--- src/rtl/bit_serial_adder_if.sv ---
// bit_serial_adder_if: operand/result valid-ready bundle for bit_serial_adder
interface bit_serial_adder_if #(parameter int WIDTH = 8);
    logic             in_valid;
    logic             in_ready;
    logic [WIDTH-1:0] a_in;
    logic [WIDTH-1:0] b_in;
    logic             cin;
    logic             out_valid;
    logic             out_ready;
    logic [WIDTH-1:0] sum;
    logic             cout;
    logic             busy;
    modport master (
        output in_valid, a_in, b_in, cin, out_ready,
        input  in_ready, out_valid, sum, cout, busy
    );
    modport slave (
        input  in_valid, a_in, b_in, cin, out_ready,
        output in_ready, out_valid, sum, cout, busy
    );
endinterface

--- src/rtl/bit_serial_adder.sv ---
// bit_serial_adder: WIDTH-bit add done LSB first through one full-adder cell
module full_adder (
    input  logic a,
    input  logic b,
    input  logic ci,
    output logic s,
    output logic co
);
    assign s  = a ^ b ^ ci;
    assign co = (a & b) | (ci & (a ^ b));
endmodule

module bit_serial_adder #(parameter int WIDTH = 8) (
    input logic clk,
    input logic rst,
    bit_serial_adder_if.slave bus
);
    localparam int CW = WIDTH > 1 ? $clog2(WIDTH) : 1;
    typedef enum logic [1:0] {IDLE, RUN, DONE} state_t;
    state_t           state, state_next;
    logic [WIDTH-1:0] a_sh, b_sh, sum_sh;
    logic [CW-1:0]    cnt;
    logic             c, s, c_next, accept, last;
    full_adder u_fa (.a(a_sh[0]), .b(b_sh[0]), .ci(c), .s(s), .co(c_next));
    assign accept = (state == IDLE) && bus.in_valid;
    assign last   = cnt == CW'(WIDTH - 1);
    // State register; reset always lands in IDLE, abandoning any operation
    always_ff @(posedge clk) begin
        if (rst) state <= IDLE;
        else state <= state_next;
    end
    // Next state: accept in IDLE, WIDTH shift cycles in RUN, hold DONE until taken
    always_comb begin
        state_next = state;
        case (state)
            IDLE:    state_next = bus.in_valid ? RUN : IDLE;
            RUN:     state_next = last ? DONE : RUN;
            DONE:    state_next = bus.out_ready ? IDLE : DONE;
            default: state_next = IDLE;
        endcase
    end
    // Operand/sum shifters, loop-back carry and bit counter
    always_ff @(posedge clk) begin
        if (rst) begin
            a_sh   <= '0;
            b_sh   <= '0;
            sum_sh <= '0;
            c      <= 1'b0;
            cnt    <= '0;
        end else if (accept) begin
            a_sh <= bus.a_in;
            b_sh <= bus.b_in;
            c    <= bus.cin;
            cnt  <= '0;
        end else if (state == RUN) begin
            sum_sh <= WIDTH'({s, sum_sh} >> 1);
            a_sh   <= a_sh >> 1;
            b_sh   <= b_sh >> 1;
            c      <= c_next;
            cnt    <= cnt + 1'b1;
        end
    end
    assign bus.in_ready  = state == IDLE;
    assign bus.out_valid = state == DONE;
    assign bus.busy      = state != IDLE;
    assign bus.sum       = bus.out_valid ? sum_sh : '0;
    assign bus.cout      = bus.out_valid & c;
endmodule

--- src/flat_wrapper.sv ---
// flat-port wrapper written by rule: the top's interface ports become plain ports
module bit_serial_adder_flat 
#(parameter int WIDTH = 8)
  (clk, rst, bus_in_valid, bus_a_in, bus_b_in, bus_cin, bus_out_ready, bus_in_ready, bus_out_valid, bus_sum, bus_cout, bus_busy);
  bit_serial_adder_if #(.WIDTH(WIDTH)) bus_i ();
  input logic clk;
  input logic rst;
  input wire logic [$bits(bus_i.in_valid)-1:0] bus_in_valid;
  input wire logic [$bits(bus_i.a_in)-1:0] bus_a_in;
  input wire logic [$bits(bus_i.b_in)-1:0] bus_b_in;
  input wire logic [$bits(bus_i.cin)-1:0] bus_cin;
  input wire logic [$bits(bus_i.out_ready)-1:0] bus_out_ready;
  output wire logic [$bits(bus_i.in_ready)-1:0] bus_in_ready;
  output wire logic [$bits(bus_i.out_valid)-1:0] bus_out_valid;
  output wire logic [$bits(bus_i.sum)-1:0] bus_sum;
  output wire logic [$bits(bus_i.cout)-1:0] bus_cout;
  output wire logic [$bits(bus_i.busy)-1:0] bus_busy;
  assign bus_i.in_valid = bus_in_valid;
  assign bus_i.a_in = bus_a_in;
  assign bus_i.b_in = bus_b_in;
  assign bus_i.cin = bus_cin;
  assign bus_i.out_ready = bus_out_ready;
  assign bus_in_ready = bus_i.in_ready;
  assign bus_out_valid = bus_i.out_valid;
  assign bus_sum = bus_i.sum;
  assign bus_cout = bus_i.cout;
  assign bus_busy = bus_i.busy;
  bit_serial_adder #(.WIDTH(WIDTH)) u_core (.clk(clk), .rst(rst), .bus(bus_i));
endmodule
--- config.mk ---
export PLATFORM = sky130hd
export DESIGN_NAME = bit_serial_adder_flat
export DESIGN_NICKNAME = d
export VERILOG_FILES = /design/src/rtl/bit_serial_adder_if.sv /design/src/rtl/bit_serial_adder.sv /design/src/flat_wrapper.sv
export SDC_FILE = /design/constraint.sdc
export NUM_CORES = 1
export LEC_CHECK = 0
export CORE_AREA = 2 2 63 65
export CTS_CLUSTER_SIZE = 40
export DETAILED_ROUTE_END_ITERATION = 12
export DIE_AREA = 0 0 65 67
export PLACE_DENSITY = 0.69
export SYNTH_ARGS = -nofsm -noshare
export SYNTH_HDL_FRONTEND = slang
export SYNTH_SLANG_ARGS = --single-unit
--- constraint.sdc ---
create_clock -name clk -period 3.7 [get_ports clk]
set_input_delay 0.37 -clock clk [delete_from_list [all_inputs] [get_ports clk]]
set_output_delay 0.37 -clock clk [all_outputs]
set_load 0.05 [all_outputs]
==> results of run 1 <==
## cells in the final DEF (no fill, tap or decap), types with 2 or more instances in the layout
cell and n:
or3b_2 3, dfxtp_1 30, nand2b_1 4, nor2_1 16
and2b_1 2, clkbuf_8 5, a211oi_2 5, ha_1 2
clkbuf_1 2, a211oi_1 7, nand2_1 30, mux2i_1 2
nor3_1 6, a21oi_1 25, clkdlybuf4s50_1 32, inv_1 2
and2_1 9, nand3_1 2
## synth_stat cells (3+ instances only)
cell / instances
buf_2: 5
nand2_1: 30
and2_1: 9
a211oi_2: 5
buf_6: 4
a211oi_1: 7
nor3_1: 6
dfxtp_1: 30
or3b_2: 3
nand2b_1: 4
clkbuf_1: 4
nor2_1: 16
a21oi_1: 25
## area by class of cell
class	instances	area share (%)
Clock buffer	7	4.27
Inverter	2	0.420
Multi-Input combinational cell	122	40.0
Sequential cell	30	33.6
Tap cell	48	3.36
Timing Repair Buffer	33	18.3
## per-stage QoR
step	power (W)	area [sq um]	hold slack, ps	utilization (%)
6_report	0.000706	1790	455	49.5
5_1_grt	0.000741	1790	477	49.5
4_1_cts	0.000714	1790	459	49.5
3_5_place_dp	0.000474	1710	453	47.4
3_3_place_gp	0.000474	1710	442	47.4
2_1_floorplan	0.000443	1420	432	-
## sequential cells by signal (all words and copies together) (netlist names)
| name | cells |
|---|---|
| u_core.sum_sh | 8 |
| u_core.state | 2 |
| u_core.cnt | 3 |
| u_core.b_sh | 8 |
| u_core.a_sh | 8 |
| u_core.c | 1 |
## power groups by stage
stage	clock network, W	registers (W)	logic, W
6_report	0.000239	0.000357	0.000110
5_1_grt	0.000260	0.000359	0.000122
4_1_cts	0.000246	0.000357	0.000111
3_5_place_dp	0	0.000364	0.000110
3_3_place_gp	0	0.000363	0.000110
2_1_floorplan	0	0.000359	0.0000835
## final timing paths
check	start	endpoint	slack, ps	cells past startpoint
worst max-delay path	u_core.state[1]$_SDFF_PP0_	bus_sum[5]	1250	3
worst min-delay path	u_core.sum_sh[0]$_SDFFE_PP0P_	u_core.sum_sh[0]$_SDFFE_PP0P_	450	2
worst max register to register	u_core.state[1]$_SDFF_PP0_	u_core.a_sh[6]$_SDFFE_PP0P_	1870	3
worst min register to register	u_core.sum_sh[0]$_SDFFE_PP0P_	u_core.sum_sh[0]$_SDFFE_PP0P_	450	2
## logic make-up (layout without fill, tap and decap cells)
logic type      after synthesis  in the layout
flops                        30             30
xor+xnor                      1              1
simple gates                 76             76
buf+inv                      16             42
mux                           2              2
compound gates               40             40
fa+ha+maj                     3              3
## worst max-delay path, stage by stage (launching register included)
cell and delay, ps:
dfxtp_1 500, and2b_1 340, and2_1 170, clkdlybuf4s50_1 790
## per-layer routing
metal,GRT usage [%],up-vias
li1,-,615
met1,16.4,517
met3,5.91,4
met5,0,-
met2,21.5,23
met4,4.79,0
==> impl_metrics.env, run 1 <==
export IMPL_status="completed"
export IMPL_grt_pass1_vias=1031
export IMPL_syn_inst=168
export IMPL_wl_met1_um=1320
export IMPL_synthDistinctLibCells=28
export IMPL_cts_tree="yes"
export IMPL_critPathArrivalTime_ps=2080
export IMPL_antenna_found_initial=0
export IMPL_slew_viol_final=0
export IMPL_hold_class="reg2reg"
export IMPL_synth_edf_count=0
export IMPL_ys_seq_elements=30
export IMPL_maxCapViolations=0
export IMPL_grt_pass1_wl_um=4560
export IMPL_mappedNetlistArea_sq_um=1420
export IMPL_viasPerCell=4.79
export IMPL_placed_cells=235
export IMPL_hpwlAfterDp_um=1730
export IMPL_rows=22
export IMPL_grt_overflow=0
export IMPL_netlist_top_cells_area="dfxtp_1 42%, a21oi_1 8.8%, nand2_1 8.0%"
export IMPL_initial_core_util_pct=39.2
export IMPL_hold_viol=0
export IMPL_clk_pin_slew_ps=60
export IMPL_die_area_sq_um=4360
export IMPL_postCtsHoldBufs=0
export IMPL_setup_viol=0
export IMPL_clk_path_buf_depth=2
export IMPL_power_frac_seq_pct=50.5
export IMPL_synth_simple_area_share_pct=26.5
export IMPL_dr_first_iter_drc_count=28
export IMPL_wl_met3_um=141
export IMPL_multi_input_area_sq_um=714
export IMPL_fin_cells=242
export IMPL_core_sq_um=3610
export IMPL_wl_met2_um=1180
export IMPL_root_buffer="clkbuf_8"
export IMPL_firstDrtPassIters=4
export IMPL_dp_slack_ps=1520
export IMPL_grt_max_degree=31
export IMPL_synth_xor_area_share_pct=0.619
export IMPL_vdd_drop_max_v=0.000167
export IMPL_nNetsFinal=218
export IMPL_clock_latency_ps=270
export IMPL_track_usage_pct=13.6
export IMPL_synth_compound_area_share_pct=18.7
export IMPL_crit_type="reg2out"
export IMPL_async_reset_ff_share_pct=0
export IMPL_p_int_w=0.000525
export IMPL_clock_fmax_mhz=408
export IMPL_crit_fanout=11
export IMPL_place_congestion=0.714
export IMPL_synthMuxAreaShare_pct=1.41
export IMPL_setup_slack_ps=1250
export IMPL_timing_final_crit_period_ps=2450
export IMPL_drc_errors=0
export IMPL_layout_drive_gt1_share_pct=9.28
export IMPL_die_height_um=67
export IMPL_worst_slew_pin_transition_ps=977
export IMPL_clkPwrFrac_pct=33.9
export IMPL_ys_flop_type="dfxtp_1"
export IMPL_syn_to_final_growth_pct=26.3
export IMPL_rsz0062_at_grt="no"
export IMPL_antenna_cells=0
export IMPL_cts_sinks=30
export IMPL_fill_cells=358
export IMPL_post_route_period_util_pct=66.2
export IMPL_wl_per_cell_um=11.1
export IMPL_slew_limit_headroom_pct=34.9
export IMPL_power_switching_w=0.000181
export IMPL_synthesis_nets=192
export IMPL_p_leak_nw=0.654
export IMPL_yosysWarnings=0
export IMPL_p_sw_share_pct=25.6
export IMPL_yosysSeqAreaShare_pct=42.4
export IMPL_die_x_um=65
export IMPL_ios=33
export IMPL_cts_max_level=2
export IMPL_seq_area_sq_um=601
export IMPL_cts_made_buffers=5
export IMPL_fin_setup_tns_ps=0
export IMPL_vias=1159
export IMPL_wirelength_um=2680
export IMPL_p_comb_share_pct=15.6
export IMPL_synth_fa_ha_area_share_pct=3.18
export IMPL_powerDensity_nw_per_um2=395
export IMPL_synth_top_family_by_area="simple AND/OR/NAND/NOR gates"
export IMPL_numPortBuffers=32
export IMPL_critPathRequiredTime_ps=3330
export IMPL_yosys_area_top_type_share_pct=42.4
export IMPL_syn_avg_cell_area_sq_um=8.42
export IMPL_start_kind="flip-flop"
export IMPL_end_kind="output pin"
export IMPL_skew_ps=3.22
export IMPL_cts_setup_buffers=0
export IMPL_synth_top_cell_by_area="dfxtp_1"
export IMPL_cts_resized=0
export IMPL_antenna_left=0
export IMPL_routed_top_layer="met4"
Note: power is estimated with default switching activity, not from simulation.
==> run 2, diff against run 1 <==
PLACE_DENSITY = 0.72   (was 0.69)
clock period = 2.25 ns   (was 3.7 ns; I/O delays follow)
==> run 2 against run 1 <==
Compared with the run above:
- clock skew grew 2.4 ps
- critical path type unchanged
- clock-buffer cell count stayed put
- largest cell class unchanged
- global-route usage rose by 0.76 points
- non-clock buffer count up 3
- sequential share of layout area barely moved
- critical path depth unchanged
==> impl_metrics.env, run 2 (synthesis results as in run 1) <==
export IMPL_status="completed"
export IMPL_fin_cells=245
export IMPL_grt_pass1_vias=1098
export IMPL_post_route_period_util_pct=94.5
export IMPL_root_buffer="clkbuf_8"
export IMPL_fin_setup_tns_ps=0
export IMPL_cts_sinks=30
export IMPL_p_int_w=0.000869
export IMPL_slew_viol_final=0
export IMPL_clock_latency_ps=280
export IMPL_grt_overflow=0
export IMPL_skew_ps=5.67
export IMPL_die_x_um=65
export IMPL_r2r_cells=4
export IMPL_initial_core_util_pct=39.2
export IMPL_placed_cells=238
export IMPL_hold_viol=0
export IMPL_end_kind="output pin"
export IMPL_track_usage_pct=14.4
export IMPL_crit_type="reg2out"
export IMPL_dp_slack_ps=328
export IMPL_hold_class="reg2reg"
export IMPL_rsz0062_at_grt="no"
export IMPL_crit_fanout=13
export IMPL_vdd_drop_max_v=0.000294
export IMPL_rows=22
export IMPL_antenna_left=0
export IMPL_critPathArrivalTime_ps=1900
export IMPL_cts_max_level=2
export IMPL_antenna_cells=0
export IMPL_die_height_um=67
export IMPL_clkPwrFrac_pct=33.8
export IMPL_hold_depth=2
export IMPL_firstDrtPassIters=4
export IMPL_hp_start="u_core.a_sh[4]$_SDFFE_PP0P_"
export IMPL_place_congestion=0.749
export IMPL_cts_made_buffers=5
export IMPL_wirelength_um=2800
export IMPL_reg_largest_list="u_core.a_sh x8, u_core.b_sh x8, u_core.sum_sh x8"
export IMPL_clock_fmax_mhz=470
export IMPL_ios=33
export IMPL_viasPerCell=4.85
export IMPL_worstReg2RegEnd="u_core.cnt[1]$_SDFFE_PP0N_"
export IMPL_r2r_start="u_core.state[1]$_SDFF_PP0_"
export IMPL_grt_max_degree=31
export IMPL_hpwlAfterDp_um=1880
export IMPL_timing_final_crit_period_ps=2130
export IMPL_p_sw_share_pct=25.7
export IMPL_layout_drive_gt1_share_pct=15.2
export IMPL_nNetsFinal=221
export IMPL_p_comb_share_pct=16.0
export IMPL_dr_first_iter_drc_count=41
export IMPL_wl_per_cell_um=11.4
export IMPL_cts_setup_buffers=0
export IMPL_critPathRequiredTime_ps=2030
export IMPL_cts_tree="yes"
export IMPL_grt_pass1_wl_um=4730
export IMPL_min_to="u_core.a_sh[3]$_SDFFE_PP0P_"
export IMPL_layout_common_cells="30 x nand2_1, 30 x dfxtp_1, 25 x a21oi_1"
export IMPL_cts_resized=0
export IMPL_clk_pin_slew_ps=60
export IMPL_clk_path_buf_depth=2
export IMPL_vias=1189
export IMPL_p_leak_nw=0.706
export IMPL_antenna_found_initial=0
export IMPL_slew_limit_headroom_pct=66.1
export IMPL_worst_slew_pin_transition_ps=509
export IMPL_setup_slack_ps=124
export IMPL_maxCapViolations=0
export IMPL_core_sq_um=3610
export IMPL_start_kind="flip-flop"
export IMPL_setup_viol=0
export IMPL_die_area_sq_um=4360
export IMPL_postCtsHoldBufs=0
export IMPL_power_frac_seq_pct=50.2
export IMPL_numPortBuffers=32
export IMPL_drc_errors=0
export IMPL_timing_hold_ws_ps=457
export IMPL_syn_to_final_growth_pct=26.4
export IMPL_ff2ff_setup_slack_ps=690
export IMPL_powerDensity_nw_per_um2=653
export IMPL_power_switching_w=0.000301
run 2: cell types whose count changed in the layout (fill, tap and decap cells not counted):
cell             delta
dlymetal6s2s_1      +1
buf_4              +12
clkdlybuf4s50_1    -10
run 2: power by group through the flow:
stage | combinational [W] | clock [W] | sequential [W]
finish | 0.000187 | 0.000395 | 0.000587
global placement | 0.000188 | 0 | 0.000597
floorplan | 0.000137 | 0 | 0.000591
CTS | 0.000190 | 0.000411 | 0.000587
global route | 0.000208 | 0.000433 | 0.000591
detailed placement | 0.000188 | 0 | 0.000599
run 2: area by class of cell:
| cell class | instances | area, sq um |
|---|---|---|
| fillers | 371 | 1820 |
| flip-flops and latches | 30 | 601 |
| multi-input cells | 122 | 714 |
| well taps | 48 | 60.1 |
| inverters | 2 | 7.51 |
| clock buffers | 7 | 76.3 |
| repair buffers | 36 | 330 |
run 2: worst max-delay path by stage:
stage	startpoint	endpoint	depth (start not counted)
2_1_floorplan	u_core.state[1]$_SDFF_PP0_	bus_cout	4
3_3_place_gp	u_core.state[1]$_SDFF_PP0_	bus_out_valid	2
3_5_place_dp	u_core.state[1]$_SDFF_PP0_	bus_out_valid	2
4_1_cts	u_core.state[1]$_SDFF_PP0_	bus_out_valid	2
5_1_grt	u_core.state[0]$_SDFF_PP0_	bus_in_ready	3
6_report	u_core.state[0]$_SDFF_PP0_	bus_in_ready	3
run 2: routing by layer:
| layer | share of wire, % | up-vias | GRT usage, % |
|---|---|---|---|
| li1 | - | 616 | - |
| met1 | 47 | 539 | 15.8 |
| met2 | 45 | 26 | 24.1 |
| met3 | 5.3 | 8 | 4.05 |
| met4 | 2.9 | 0 | 9.57 |
| met5 | 0 | - | 0 |
run 2: critical path, cell delays in order (launching register included):
cell             delay [ps]
dfxtp_1                 430
or2_2                   350
inv_1                    50
clkdlybuf4s50_1         780
run 2: metrics by stage:
step	instance area [sq um]	utilization (%)	power, W
floorplan	1420	-	0.000728
global placement	1710	47.4	0.000785
detailed placement	1710	47.4	0.000786
CTS	1790	49.5	0.00119
global route	1790	49.6	0.00123
finish	1790	49.6	0.00117
